[src/rtl/core_pkg.sv]
// core_pkg: shared definitions for the multicycle RV32-subset core.
// Holds the control FSM state enum, the opcode/funct3 constants of the
// supported instructions (lh, sh, add, or, sll, andi, bne), the alu_op and
// alu_src_b encodings (the ALU-control stage uses the same alu_op values)
// and the per-state control-word decode used by multicycle_ctrl.
package core_pkg;

  typedef enum logic [3:0] {
    ST_FETCH    = 4'd0,
    ST_DECODE   = 4'd1,
    ST_MEM_ADDR = 4'd2,
    ST_MEM_RD   = 4'd3,
    ST_MEM_WR   = 4'd4,
    ST_WB_MEM   = 4'd5,
    ST_EXEC_R   = 4'd6,
    ST_EXEC_I   = 4'd7,
    ST_WB_ALU   = 4'd8,
    ST_BRANCH   = 4'd9,
    ST_ILLEGAL  = 4'd10,
    ST_HALT     = 4'd11
  } state_t;

  // Major opcodes (IR[6:0])
  localparam logic [6:0] OP_LOAD   = 7'b0000011;
  localparam logic [6:0] OP_STORE  = 7'b0100011;
  localparam logic [6:0] OP_RTYPE  = 7'b0110011;
  localparam logic [6:0] OP_ITYPE  = 7'b0010011;
  localparam logic [6:0] OP_BRANCH = 7'b1100011;

  // funct3 values that select the supported member of each opcode group
  localparam logic [2:0] F3_HALF = 3'b001;  // lh / sh
  localparam logic [2:0] F3_AND  = 3'b111;  // andi
  localparam logic [2:0] F3_NE   = 3'b001;  // bne

  // alu_op encodings
  localparam logic [1:0] ALUOP_ADD   = 2'b00;
  localparam logic [1:0] ALUOP_SUB   = 2'b01;
  localparam logic [1:0] ALUOP_FUNCT = 2'b10;
  localparam logic [1:0] ALUOP_AND   = 2'b11;

  // alu_src_b encodings
  localparam logic [1:0] SRCB_RS2  = 2'b00;
  localparam logic [1:0] SRCB_FOUR = 2'b01;
  localparam logic [1:0] SRCB_IMM  = 2'b10;

  // Moore control word. ir_write/pc_write are not in here: they are only
  // asserted in FETCH while the memory acknowledges.
  typedef struct packed {
    logic       mem_req;
    logic       mem_write;
    logic       i_or_d;
    logic       pc_write_cond;
    logic       pc_source;
    logic       alu_src_a;
    logic [1:0] alu_src_b;
    logic [1:0] alu_op;
    logic       reg_write;
    logic       mem_to_reg;
  } ctrl_t;

  localparam ctrl_t CTRL_IDLE = '0;

  // Control word for a state; anything not set stays 0.
  function automatic ctrl_t state_ctrl(input state_t s);
    ctrl_t c;
    c = CTRL_IDLE;
    case (s)
      ST_FETCH: begin
        c.mem_req   = 1'b1;
        c.alu_src_b = SRCB_FOUR;
        c.alu_op    = ALUOP_ADD;
      end
      ST_DECODE: begin
        // PC + imm: branch target precomputed into ALUOut
        c.alu_src_b = SRCB_IMM;
        c.alu_op    = ALUOP_ADD;
      end
      ST_MEM_ADDR: begin
        c.alu_src_a = 1'b1;
        c.alu_src_b = SRCB_IMM;
        c.alu_op    = ALUOP_ADD;
      end
      ST_MEM_RD: begin
        c.mem_req = 1'b1;
        c.i_or_d  = 1'b1;
      end
      ST_MEM_WR: begin
        c.mem_req   = 1'b1;
        c.mem_write = 1'b1;
        c.i_or_d    = 1'b1;
      end
      ST_WB_MEM: begin
        c.reg_write  = 1'b1;
        c.mem_to_reg = 1'b1;
      end
      ST_EXEC_R: begin
        c.alu_src_a = 1'b1;
        c.alu_src_b = SRCB_RS2;
        c.alu_op    = ALUOP_FUNCT;
      end
      ST_EXEC_I: begin
        c.alu_src_a = 1'b1;
        c.alu_src_b = SRCB_IMM;
        c.alu_op    = ALUOP_AND;
      end
      ST_WB_ALU: begin
        c.reg_write = 1'b1;
      end
      ST_BRANCH: begin
        c.alu_src_a     = 1'b1;
        c.alu_src_b     = SRCB_RS2;
        c.alu_op        = ALUOP_SUB;
        c.pc_write_cond = 1'b1;
        c.pc_source     = 1'b1;
      end
      default: c = CTRL_IDLE;  // ILLEGAL and HALT drive nothing
    endcase
    return c;
  endfunction

  // DECODE dispatch on the latched instruction.
  function automatic state_t decode_next(input logic [6:0] op, input logic [2:0] f3);
    state_t s;
    s = ST_ILLEGAL;
    case (op)
      OP_LOAD:   if (f3 == F3_HALF) s = ST_MEM_ADDR;
      OP_STORE:  if (f3 == F3_HALF) s = ST_MEM_ADDR;
      OP_RTYPE:  s = ST_EXEC_R;  // add/or/sll: funct3 goes to ALU control
      OP_ITYPE:  if (f3 == F3_AND) s = ST_EXEC_I;
      OP_BRANCH: if (f3 == F3_NE) s = ST_BRANCH;
      default:   s = ST_ILLEGAL;
    endcase
    return s;
  endfunction

endpackage

[src/rtl/multicycle_ctrl_if.sv]
// multicycle_ctrl_if: control bundle between the multicycle control FSM and
// the datapath / memory.
//   master (controller): inputs opcode, funct3, mem_ready;
//                        outputs memory, PC/IR, ALU and register-file
//                        controls plus the sticky fault flag.
//   slave  (datapath):   the mirror image.
interface multicycle_ctrl_if;
  logic [6:0] opcode;
  logic [2:0] funct3;
  logic       mem_ready;
  logic       mem_req;
  logic       mem_write;
  logic       i_or_d;
  logic       ir_write;
  logic       pc_write;
  logic       pc_write_cond;
  logic       pc_source;
  logic       alu_src_a;
  logic [1:0] alu_src_b;
  logic [1:0] alu_op;
  logic       reg_write;
  logic       mem_to_reg;
  logic       fault;

  modport master (
    input  opcode, funct3, mem_ready,
    output mem_req, mem_write, i_or_d, ir_write, pc_write, pc_write_cond,
           pc_source, alu_src_a, alu_src_b, alu_op, reg_write, mem_to_reg,
           fault
  );

  modport slave (
    output opcode, funct3, mem_ready,
    input  mem_req, mem_write, i_or_d, ir_write, pc_write, pc_write_cond,
           pc_source, alu_src_a, alu_src_b, alu_op, reg_write, mem_to_reg,
           fault
  );
endinterface

[src/rtl/multicycle_ctrl_mem_timeout.sv]
// mem_timeout: per-access memory wait counter.
// Ports:
//   clk, rst_n  clock, synchronous active-low reset
//   mem_req     a memory access is being requested this cycle
//   mem_ready   memory acknowledges this cycle
//   expire      this cycle is the MEM_TIMEOUT-th un-acknowledged cycle of
//               the current access (never set while mem_ready=1)
// Parameters: MEM_TIMEOUT (0 disables), TO_W counter width.
module mem_timeout #(
  parameter int MEM_TIMEOUT = 16,
  parameter int TO_W        = 5
) (
  input  logic clk,
  input  logic rst_n,
  input  logic mem_req,
  input  logic mem_ready,
  output logic expire
);

  generate
    if (MEM_TIMEOUT > 0) begin : g_timeout
      localparam logic [TO_W:0] LIMIT = (TO_W + 1)'(MEM_TIMEOUT);

      logic [TO_W-1:0] count_reg;
      logic [TO_W:0]   count_next;

      // One extra bit so the compare cannot wrap.
      assign count_next = {1'b0, count_reg} + (TO_W + 1)'(1);

      // Firing on count_next lets the FSM leave on the same edge the count
      // would reach the limit; mem_ready masks it so an ack always wins.
      assign expire = mem_req & ~mem_ready & (count_next >= LIMIT);

      always_ff @(posedge clk) begin
        if (!rst_n) begin
          count_reg <= '0;
        end else if (!mem_req || mem_ready || expire) begin
          count_reg <= '0;
        end else begin
          count_reg <= count_next[TO_W-1:0];
        end
      end
    end else begin : g_no_timeout
      logic unused_inputs;
      assign unused_inputs = &{1'b0, clk, rst_n, mem_req, mem_ready};
      assign expire = 1'b0;
    end
  endgenerate

endmodule

[src/rtl/multicycle_ctrl.sv]
// multicycle_ctrl: control FSM of the multicycle RV32-subset core
// (lh, sh, add, or, sll, andi, bne). Sequences fetch, decode, execute,
// memory and writeback over a shared single-port memory.
// Ports:
//   clk    rising-edge clock
//   rst_n  synchronous active-low reset
//   bus    multicycle_ctrl_if.master: opcode/funct3/mem_ready in; memory,
//          PC/IR, ALU, register-file controls and sticky fault out
// Parameters: MEM_TIMEOUT (cycles before a stalled access faults, 0 = off),
//             TO_W (timeout counter width).
// Build option: define ILLEGAL_TRAP_EN to halt with fault on an illegal
//               instruction; otherwise an illegal instruction is a one-cycle
//               NOP and fetch continues.
module multicycle_ctrl
  import core_pkg::*;
#(
  parameter int MEM_TIMEOUT = 16,
  parameter int TO_W        = 5
) (
  input  logic               clk,
  input  logic               rst_n,
  multicycle_ctrl_if.master  bus
);

  state_t state_reg;
  state_t state_next;
  ctrl_t  ctrl_reg;
  logic   fault_reg;
  logic   expire;
  logic   fetch_ack;

  mem_timeout #(
    .MEM_TIMEOUT (MEM_TIMEOUT),
    .TO_W        (TO_W)
  ) u_mem_timeout (
    .clk       (clk),
    .rst_n     (rst_n),
    .mem_req   (ctrl_reg.mem_req),
    .mem_ready (bus.mem_ready),
    .expire    (expire)
  );

  function automatic state_t next_state(
    input state_t     s,
    input logic [6:0] op,
    input logic [2:0] f3,
    input logic       rdy,
    input logic       to
  );
    state_t n;
    n = s;
    case (s)
      ST_FETCH:    n = rdy ? ST_DECODE : (to ? ST_HALT : ST_FETCH);
      ST_DECODE:   n = decode_next(op, f3);
      ST_MEM_ADDR: n = (op == OP_STORE) ? ST_MEM_WR : ST_MEM_RD;
      ST_MEM_RD:   n = rdy ? ST_WB_MEM : (to ? ST_HALT : ST_MEM_RD);
      ST_MEM_WR:   n = rdy ? ST_FETCH : (to ? ST_HALT : ST_MEM_WR);
      ST_WB_MEM:   n = ST_FETCH;
      ST_EXEC_R:   n = ST_WB_ALU;
      ST_EXEC_I:   n = ST_WB_ALU;
      ST_WB_ALU:   n = ST_FETCH;
      ST_BRANCH:   n = ST_FETCH;
`ifdef ILLEGAL_TRAP_EN
      ST_ILLEGAL:  n = ST_HALT;
`else
      // PC already advanced in FETCH, so just carry on with the next one.
      ST_ILLEGAL:  n = ST_FETCH;
`endif
      default:     n = ST_HALT;  // HALT is left only through reset
    endcase
    return n;
  endfunction

  assign state_next = next_state(state_reg, bus.opcode, bus.funct3,
                                 bus.mem_ready, expire);

  // Control word is registered from the next state so outputs are glitch-free
  // Moore outputs of the state being entered.
  always_ff @(posedge clk) begin
    if (!rst_n) begin
      state_reg <= ST_FETCH;
      ctrl_reg  <= state_ctrl(ST_FETCH);
      fault_reg <= 1'b0;
    end else begin
      state_reg <= state_next;
      ctrl_reg  <= state_ctrl(state_next);
      // HALT is only ever entered on a fault (timeout or trapped illegal).
      if (state_next == ST_HALT && state_reg != ST_HALT) begin
        fault_reg <= 1'b1;
      end
    end
  end

  // IR latch and PC+4 happen on the cycle the fetch is acknowledged; gating
  // with rst_n keeps them quiet while reset is held.
  assign fetch_ack = rst_n & (state_reg == ST_FETCH) & bus.mem_ready;

  assign bus.mem_req       = ctrl_reg.mem_req;
  assign bus.mem_write     = ctrl_reg.mem_write;
  assign bus.i_or_d        = ctrl_reg.i_or_d;
  assign bus.ir_write      = fetch_ack;
  assign bus.pc_write      = fetch_ack;
  assign bus.pc_write_cond = ctrl_reg.pc_write_cond;
  assign bus.pc_source     = ctrl_reg.pc_source;
  assign bus.alu_src_a     = ctrl_reg.alu_src_a;
  assign bus.alu_src_b     = ctrl_reg.alu_src_b;
  assign bus.alu_op        = ctrl_reg.alu_op;
  assign bus.reg_write     = ctrl_reg.reg_write;
  assign bus.mem_to_reg    = ctrl_reg.mem_to_reg;
  assign bus.fault         = fault_reg;

endmodule

[src/flat_wrapper.sv]
// flat-port wrapper written by rule: the top's interface ports become plain ports
module multicycle_ctrl_flat import core_pkg::*;
#(
  parameter int MEM_TIMEOUT = 16,
  parameter int TO_W        = 5
)
  (clk, rst_n, bus_opcode, bus_funct3, bus_mem_ready, bus_mem_req, bus_mem_write, bus_i_or_d, bus_ir_write, bus_pc_write, bus_pc_write_cond, bus_pc_source, bus_alu_src_a, bus_alu_src_b, bus_alu_op, bus_reg_write, bus_mem_to_reg, bus_fault);
  multicycle_ctrl_if bus_i ();
  input  logic clk;
  input  logic rst_n;
  input wire logic [$bits(bus_i.opcode)-1:0] bus_opcode;
  input wire logic [$bits(bus_i.funct3)-1:0] bus_funct3;
  input wire logic [$bits(bus_i.mem_ready)-1:0] bus_mem_ready;
  output wire logic [$bits(bus_i.mem_req)-1:0] bus_mem_req;
  output wire logic [$bits(bus_i.mem_write)-1:0] bus_mem_write;
  output wire logic [$bits(bus_i.i_or_d)-1:0] bus_i_or_d;
  output wire logic [$bits(bus_i.ir_write)-1:0] bus_ir_write;
  output wire logic [$bits(bus_i.pc_write)-1:0] bus_pc_write;
  output wire logic [$bits(bus_i.pc_write_cond)-1:0] bus_pc_write_cond;
  output wire logic [$bits(bus_i.pc_source)-1:0] bus_pc_source;
  output wire logic [$bits(bus_i.alu_src_a)-1:0] bus_alu_src_a;
  output wire logic [$bits(bus_i.alu_src_b)-1:0] bus_alu_src_b;
  output wire logic [$bits(bus_i.alu_op)-1:0] bus_alu_op;
  output wire logic [$bits(bus_i.reg_write)-1:0] bus_reg_write;
  output wire logic [$bits(bus_i.mem_to_reg)-1:0] bus_mem_to_reg;
  output wire logic [$bits(bus_i.fault)-1:0] bus_fault;
  assign bus_i.opcode = bus_opcode;
  assign bus_i.funct3 = bus_funct3;
  assign bus_i.mem_ready = bus_mem_ready;
  assign bus_mem_req = bus_i.mem_req;
  assign bus_mem_write = bus_i.mem_write;
  assign bus_i_or_d = bus_i.i_or_d;
  assign bus_ir_write = bus_i.ir_write;
  assign bus_pc_write = bus_i.pc_write;
  assign bus_pc_write_cond = bus_i.pc_write_cond;
  assign bus_pc_source = bus_i.pc_source;
  assign bus_alu_src_a = bus_i.alu_src_a;
  assign bus_alu_src_b = bus_i.alu_src_b;
  assign bus_alu_op = bus_i.alu_op;
  assign bus_reg_write = bus_i.reg_write;
  assign bus_mem_to_reg = bus_i.mem_to_reg;
  assign bus_fault = bus_i.fault;
  multicycle_ctrl #(.MEM_TIMEOUT(MEM_TIMEOUT), .TO_W(TO_W)) u_core (.clk(clk), .rst_n(rst_n), .bus(bus_i));
endmodule
[config.mk]
export PLATFORM = sky130hd
export DESIGN_NAME = multicycle_ctrl_flat
export DESIGN_NICKNAME = d
export VERILOG_FILES = /design/src/rtl/core_pkg.sv /design/src/rtl/multicycle_ctrl_if.sv /design/src/rtl/multicycle_ctrl_mem_timeout.sv /design/src/rtl/multicycle_ctrl.sv /design/src/flat_wrapper.sv
export SDC_FILE = /design/constraint.sdc
export NUM_CORES = 1
export LEC_CHECK = 0
export CAP_MARGIN = 30
export CORE_MARGIN = 8
export CORE_UTILIZATION = 57
export CTS_CLUSTER_DIAMETER = 30
export CTS_CLUSTER_SIZE = 40
export DETAILED_ROUTE_END_ITERATION = 8
export DONT_BUFFER_PORTS = 1
export GPL_ROUTABILITY_DRIVEN = 0
export PLACE_DENSITY = 0.72
export SLEW_MARGIN = 40
export SYNTH_ARGS = -nofsm -noshare
export SYNTH_HDL_FRONTEND = slang
export SYNTH_HIERARCHICAL = 1
export SYNTH_SLANG_ARGS = --single-unit
[constraint.sdc]
create_clock -name clk -period 2.6 [get_ports clk]
set_input_delay 0.52 -clock clk [delete_from_list [all_inputs] [get_ports clk]]
set_output_delay 0.52 -clock clk [all_outputs]
set_load 0.005 [all_outputs]
==> implementation parameters, run 1 <==
Parameter                              Value

Status
  Status ... finished, final reports clean

Floorplanning
  Horiz. Die Dim ... 61.0 um
  Area of the die ... 3730 um^2
  Core Region ... 1940 um^2
  Initial core utilization ... 0.595
  Row Count ... 16
  Vert. Die Dim ... 61.0 um
  Number of I/O pins ... 28

Worst setup path
  Startpoint of the most critical register-to-register path ... u_core/u_mem_timeout/g_timeout.count_reg[0]
  Peak per-stage delay on the critical path ... 0.43 ns
  Endpoint arrival time on the critical path ... 2.58 ns
  Element type at the critical path start ... flip-flop
  Slowest cell on the critical path ... sky130_fd_sc_hd__a221o_2
  FF-to-FF path depth ... 9
  Endpoint of the most critical register-to-register path ... u_core/bus.alu_src_b[1]
  Minimum setup slack among reg-to-reg paths ... 0.21 ns
  Crit Path Category ... flip-flop to flip-flop
  CP Capture Type ... flip-flop
  Worst Path Required ... 2.78 ns
  Cell breakdown of the critical path ... ha_1, a31oi_1, a41oi_2, and3b_1, nand2b_1, o21ai_0, a221o_2, o311ai_1, mux2i_1
  Worst-path fanout max ... 4

GRT
  First-pass GRT wire length ... 4310 um
  Layer with the highest usage ... met2
  Initial antenna violation count ... 0
  Maximum number of pins on one net before global-route repair ... 12
  Global routing met1 resource utilization ... 0.165
  Met3 track demand over resource in global routing ... 0.0626
  Total global routing track utilization ... 0.151
  Routing usage on met2 ... 0.252
  Grt ovf ... 0
  Vias in the first global route ... 990

Yosys
  Number of register bits inferred by synthesis ... 21
  Syn avg cell area ... 9.48 um^2
  Async S/R FF share, synth ... 0
  Number of library cell types mapped by synthesis ... 56
  Synthesized net count ... 136
  Mapped Area ... 1160 um^2
  Most frequently used flop master after synthesis ... sky130_fd_sc_hd__dfxtp_1
  Warnings from Yosys ... 6
  EDFF count, synth ... 0
  Sequential area share after synthesis ... 0.364
  Synth Instances ... 122

Clock tree
  Reg clk slew, reported paths ... 0.10 ns
  Buffers from clock root to sink, at most ... 2
  Count of instances resized after the clock tree is built ... 0
  Clock net sink count ... 21
  Number of clock buffers inserted by TritonCTS ... 3
  CTS tree ... done
  Number of levels the H-tree was split into ... 1
  Buffer type at the clock tree root ... sky130_fd_sc_hd__clkbuf_4
  Clock latency on the worst-skew pair ... 0.30 ns
  Post-CTS repair timing setup buffer count ... 0
  CTS hold repair buffers ... 0

STA
  Hold violation total from the final report ... 0
  Clock period minus final worst setup slack ... 2.39 ns
  Worst clock skew ... 0.00174 ns
  Max-slew violation count ... 0
  Sum of negative setup slack ... 0 ns
  RSZ-0062 raised after global routing ... false
  Number of setup violations in the final report ... 0
  Post-route fraction of the period consumed by the critical path ... 0.920
  Max frequency ... 418 MHz

Final layout
  Number of flip-flops in the largest register ... 5
  Area delta synth->final ... 4.76%
  Cell area after layout ... 1210 um^2
  Multi-input gate area ... 686 um^2
  Fill cell count ... 174
  Sequential Area ... 420 um^2
  Proportion of layout cells with a drive suffix above 1 ... 0.161
  Number of inserted diodes ... 0
  Post-layout net count ... 139

Routing
  Initial detailed-routing violation count ... 31
  Via-per-instance ratio ... 6.32
  Final WL ... 2630 um
  DR pass1 iterations ... 4
  Routed length per placed instance ... 17.4 um
  Remaining DRCs ... 0
  Number of routed nets with antenna violations ... 0
  Total via count in the routed design ... 954

Placement
  DP Wirelength ... 2070 um
  Quantity of I/O buffers inserted on ports ... 0
  Placed Instance Area ... 1180 um^2

Power and ir drop
  Power density relative to cell area ... 902 nW/um^2
  Max IR drop VDD ... 0.605 mV
  Cell leakage power ... 0.464 nW

Min path
  Number of stages on the worst hold path ... 1
  Hold path start ... rst_n
  End of the worst hold path ... u_core/bus.mem_req
  Worst min-delay path category ... primary input to flip-flop

Job
  # Max-Cap Violations ... 0
==> power breakdown <==
| group | leakage (nW) | internal (mW) | total (mW) | switching (mW) |
|---|---|---|---|---|
| registers | 0.171 | 0.388 | 0.470 | 0.0819 |
| clock network | 0.0150 | 0.0598 | 0.150 | 0.0905 |
| logic | 0.278 | 0.215 | 0.472 | 0.257 |
==> final cells by class <==
type	count	area share
Tap cell	27	0.0279
Clock buffer	4	0.0217
Sequential cell	21	0.347
Inverter	6	0.0186
Multi-Input combinational cell	90	0.566
Timing Repair Buffer	3	0.0186
==> stage by stage <==
| stage | total power, mW | setup WS [ns] | hold slack [ns] | utilization | cells |
|---|---|---|---|---|---|
| after floorplan | 0.821 | 0.464 | 0.413 | - | 122 |
| after global placement | 0.935 | 0.303 | 0.441 | 0.610 | 147 |
| after detailed placement | 0.944 | 0.242 | 0.465 | 0.610 | 147 |
| after CTS | 1.09 | 0.207 | 0.288 | 0.624 | 151 |
| after global routing | 1.16 | 0.110 | 0.271 | 0.624 | 151 |
| final | 1.09 | 0.208 | 0.295 | 0.624 | 151 |
==> logic make-up after synthesis <==
family | synth area share
flip-flops | 0.364
multiplexers | 0.0173
XOR/XNOR | 0.0152
buffers and inverters | 0.0433
other | 0.00324
AND/OR/NAND/NOR | 0.266
adder cells (fa/ha/maj) | 0.0108
AO/OA/AOI/OAI | 0.280
==> cell usage in the layout (no fill, tap or decap), types with 2 or more instances in the layout <==
cell type,instances
sky130_fd_sc_hd__o21ai_0,3
sky130_fd_sc_hd__o21ai_1,5
sky130_fd_sc_hd__nand2_1,10
sky130_fd_sc_hd__a2111oi_4,2
sky130_fd_sc_hd__inv_1,6
sky130_fd_sc_hd__nor3_1,4
sky130_fd_sc_hd__nor2_1,8
sky130_fd_sc_hd__a31oi_1,2
sky130_fd_sc_hd__nor4_1,2
sky130_fd_sc_hd__dfxtp_1,21
sky130_fd_sc_hd__and3b_1,2
sky130_fd_sc_hd__nand4_1,2
sky130_fd_sc_hd__nand2b_1,4
sky130_fd_sc_hd__buf_4,3
sky130_fd_sc_hd__a21oi_1,3
sky130_fd_sc_hd__clkbuf_4,3
sky130_fd_sc_hd__nand3_1,3
sky130_fd_sc_hd__nor3b_1,2
sky130_fd_sc_hd__mux2i_1,2
==> cell usage after synthesis (3+ instances only) <==
| library cell | instances | share of area |
|---|---|---|
| sky130_fd_sc_hd__o21ai_0 | 3 | 0.013 |
| sky130_fd_sc_hd__o21ai_1 | 5 | 0.022 |
| sky130_fd_sc_hd__inv_1 | 6 | 0.019 |
| sky130_fd_sc_hd__nor2_1 | 8 | 0.026 |
| sky130_fd_sc_hd__nor3_1 | 4 | 0.017 |
| sky130_fd_sc_hd__nand2b_1 | 4 | 0.022 |
| sky130_fd_sc_hd__dfxtp_1 | 21 | 0.36 |
| sky130_fd_sc_hd__nand2_1 | 10 | 0.032 |
| sky130_fd_sc_hd__a21oi_1 | 3 | 0.013 |
| sky130_fd_sc_hd__nand3_1 | 3 | 0.013 |
==> worst max path at each step <==
stage                                                 from                       to  slack (ns)  cells past startpoint
2_1_floorplan                                bus_opcode[4]  u_core/bus.alu_src_b[1]        0.46                      5
3_3_place_gp                                 bus_opcode[4]        u_core/bus.i_or_d        0.30                      5
3_5_place_dp   u_core/u_mem_timeout/g_timeout.count_reg[0]  u_core/bus.alu_src_b[1]        0.24                      9
4_1_cts        u_core/u_mem_timeout/g_timeout.count_reg[0]  u_core/bus.alu_src_b[1]        0.21                      9
5_1_grt        u_core/u_mem_timeout/g_timeout.count_reg[0]  u_core/bus.alu_src_b[1]        0.11                      9
6_report       u_core/u_mem_timeout/g_timeout.count_reg[0]  u_core/bus.alu_src_b[1]        0.21                      9
==> critical path, delay by kind of cell, from the launching register on <==
family | cells | cell delay (ns)
AOI/OAI and AO/OA | 5 | 1.18
DFF | 1 | 0.36
and+or+nand+nor | 2 | 0.36
adders and majority gates | 1 | 0.26
muxes | 1 | 0.11
==> routing by layer <==
layer / up-vias / routed length (um)
li1: 468 / -
met1: 443 / 1110
met2: 35 / 1240
met3: 8 / 221
met4: 0 / 59
met5: - / 0
Power figures use the tool's default switching activity.
==> inputs of run 2 (changes only) <==
--- a/config.mk
+++ b/config.mk
@@ -7,13 +7,13 @@
 export LEC_CHECK = 0
 export CAP_MARGIN = 30
 export CORE_MARGIN = 8
-export CORE_UTILIZATION = 57
+export CORE_UTILIZATION = 52
 export CTS_CLUSTER_DIAMETER = 30
 export CTS_CLUSTER_SIZE = 40
 export DETAILED_ROUTE_END_ITERATION = 8
 export DONT_BUFFER_PORTS = 1
 export GPL_ROUTABILITY_DRIVEN = 0
-export PLACE_DENSITY = 0.72
+export PLACE_DENSITY = 0.67
 export SLEW_MARGIN = 40
 export SYNTH_ARGS = -nofsm -noshare
 export SYNTH_HDL_FRONTEND = slang
==> run 2 against run 1 <==
  * Combinational power is 1% higher
  * Clock-buffer cell count stayed put
  * Setup slack better by 0.014 ns
  * Critical path type unchanged
  * Largest power group unchanged
  * Clock power is 3% lower
==> implementation parameters, run 2 (same netlist as run 1, synthesis figures left out) <==
Parameter                              Value

Final layout
  Number of inserted diodes ... 0 (unchanged)
  Area delta synth->final ... 6.06%
  Most common cell after layout, fill and taps aside ... sky130_fd_sc_hd__dfxtp_1
  Top library cells by usage in the layout, fill and taps aside ... 21 x sky130_fd_sc_hd__dfxtp_1, 10 x sky130_fd_sc_hd__nand2_1, 8 x sky130_fd_sc_hd__nor2_1
  Cell area after layout ... 1230 um^2 (+1.2%)
  Non-filler cells in the finished layout ... 152 (+0.66%)
  Post-layout net count ... 139 (unchanged)
  Proportion of layout cells with a drive suffix above 1 ... 0.169 (+0.00806)
  Number of flip-flops in the largest register ... 5 (unchanged)

STA
  Worst clock skew ... 0.00255 ns (+0.000803 ns)
  RSZ-0062 raised after global routing ... false
  Headroom to the max-slew limit ... 0.658
  Post-route fraction of the period consumed by the critical path ... 0.915 (-0.00537)
  Sum of negative setup slack ... 0 ns (unchanged)
  Number of setup violations in the final report ... 0 (unchanged)
  Hold violation total from the final report ... 0 (unchanged)
  Final setup margin ... 0.222 ns (+0.0140 ns)
  Max-slew violation count ... 0 (unchanged)
  Transition time at the pin with the least slew margin ... 0.505 ns
  Max frequency ... 420 MHz (+0.59%)
  Clock period minus final worst setup slack ... 2.38 ns (-0.0140 ns)

Worst setup path
  Startpoint of the most critical register-to-register path ... u_core/u_mem_timeout/g_timeout.count_reg[0]
  Element type at the critical path start ... flip-flop
  Worst Path Required ... 2.78 ns (about the same)
  Worst-path fanout max ... 4 (unchanged)
  Endpoint of the most critical register-to-register path ... u_core/bus.alu_src_b[1]
  Crit Path Category ... flip-flop to flip-flop
  Minimum setup slack among reg-to-reg paths ... 0.22 ns (about the same)
  FF-to-FF path depth ... 9 (unchanged)
  Endpoint arrival time on the critical path ... 2.55 ns (-0.03 ns)
  CP Capture Type ... flip-flop

GRT
  Total global routing track utilization ... 0.133 (-0.0187)
  First-pass GRT wire length ... 4330 um (+0.49%)
  Grt ovf ... 0 (unchanged)
  Maximum number of pins on one net before global-route repair ... 12 (unchanged)
  Vias in the first global route ... 925 (-6.6%)
  Initial antenna violation count ... 0 (unchanged)

Floorplanning
  Vert. Die Dim ... 63.2 um (+3.5%)
  Horiz. Die Dim ... 63.2 um (+3.5%)
  Row Count ... 17 (+1)
  Number of I/O pins ... 28 (unchanged)
  Initial core utilization ... 0.538 (-0.0572)
  Core Region ... 2150 um^2 (+11%)
  Area of the die ... 3990 um^2 (+7.1%)

Min path
  Number of stages on the worst hold path ... 1 (unchanged)
  End of the worst hold path ... u_core/bus.alu_src_b[0]
  Worst min-delay path category ... primary input to flip-flop
  Hold path start ... rst_n

Power and ir drop
  Power density relative to cell area ... 892 nW/um^2 (-1.1%)
  Cell leakage power ... 0.466 nW (+0.45%)
  Max IR drop VDD ... 0.537 mV (-11%)
  Total power draw ... 1.09 mW (+0.16%)

Clock tree
  Clock net sink count ... 21 (unchanged)
  Post-CTS repair timing setup buffer count ... 0 (unchanged)
  Buffer type at the clock tree root ... sky130_fd_sc_hd__clkbuf_4
  Clock latency on the worst-skew pair ... 0.29 ns (about the same)
  Number of levels the H-tree was split into ... 1 (unchanged)
  CTS tree ... done
  Buffers from clock root to sink, at most ... 2 (unchanged)
  Reg clk slew, reported paths ... 0.10 ns (about the same)
  Number of clock buffers inserted by TritonCTS ... 3 (unchanged)

Routing
  Total via count in the routed design ... 950 (-0.42%)
  Number of routed nets with antenna violations ... 0 (unchanged)
  Via-per-instance ratio ... 6.25 (-1.1%)
  Remaining DRCs ... 0 (unchanged)
  DR pass1 iterations ... 4 (unchanged)
  Routed length per placed instance ... 17.5 um (+0.29%)
  Initial detailed-routing violation count ... 19 (-39%)
  Final WL ... 2650 um (+0.95%)

Placement
  Quantity of I/O buffers inserted on ports ... 0 (unchanged)
  Placed Instance Area ... 1190 um^2 (+0.11%)
  DP Wirelength ... 2050 um (-0.93%)
  Post-Place Setup Slack ... 0.221 ns (-0.0215 ns)
  Post-placement cell count ... 148 (+0.68%)

Job
  # Max-Cap Violations ... 0 (unchanged)

Status
  Status ... finished, final reports clean
run 2: cell counts in the layout (fill, tap and decap cells not counted):
Identical to the previous run, type by type.
run 2: what timing repair did:
item | CTS | global route
resized for setup | 0 | 2
endpoints found under the hold margin | 0 | 0
hold buffers | 0 | 0
setup endpoints to repair | 0 | 1
run 2: worst max path at each step:
stage,startpoint,end,slack [ns],depth (start not counted)
after floorplan,bus_opcode[4],u_core/bus.alu_src_b[1],0.46,5
after global placement,bus_opcode[4],u_core/bus.i_or_d,0.30,5
after detailed placement,u_core/u_mem_timeout/g_timeout.count_reg[0],u_core/bus.alu_src_b[1],0.22,9
after CTS,u_core/u_mem_timeout/g_timeout.count_reg[0],u_core/bus.alu_src_b[1],0.21,9
after global routing,u_core/u_mem_timeout/g_timeout.count_reg[0],u_core/bus.alu_src_b[1],0.05,9
final,u_core/u_mem_timeout/g_timeout.count_reg[0],u_core/bus.alu_src_b[1],0.22,9
run 2: where the power goes:
part | switching [mW] | leakage (nW) | internal, mW
Combinational | 0.257 | 0.280 | 0.220
Clock | 0.0851 | 0.0150 | 0.0597
Sequential | 0.0836 | 0.171 | 0.388
Total | 0.426 | 0.466 | 0.668
run 2: layout make-up:
type                            instances  area, um^2
Inverter                                6        22.5
Sequential cell                        21         420
Clock buffer                            4        26.3
Timing Repair Buffer                    3        22.5
Tap cell                               28        35.0
Multi-Input combinational cell         90         699
Fill cell                             193         922
run 2: per-stage QoR:
step	utilization	hold WS (ns)
finish	0.571	0.316
global route	0.571	0.281
CTS	0.564	0.309
detailed placement	0.552	0.457
global placement	0.552	0.445
floorplan	-	0.413
run 2: layer usage:
layer | global-route usage | vias up | share of wire
met5 | 0 | - | 0
met4 | 0.0285 | 0 | 0.0045
met3 | 0.0477 | 2 | 0.072
met2 | 0.241 | 25 | 0.52
met1 | 0.143 | 455 | 0.41
li1 | - | 468 | -
run 2: worst max-delay path, cell delays in order (launching register included):
cell                       delay (ns)
sky130_fd_sc_hd__dfxtp_1         0.36
sky130_fd_sc_hd__ha_1            0.27
sky130_fd_sc_hd__a31oi_2         0.18
sky130_fd_sc_hd__a41oi_2         0.08
sky130_fd_sc_hd__and3b_1         0.23
sky130_fd_sc_hd__nand2b_1        0.13
sky130_fd_sc_hd__o21ai_0         0.15
sky130_fd_sc_hd__a221o_2         0.43
sky130_fd_sc_hd__o311ai_1        0.32
sky130_fd_sc_hd__mux2i_1         0.12
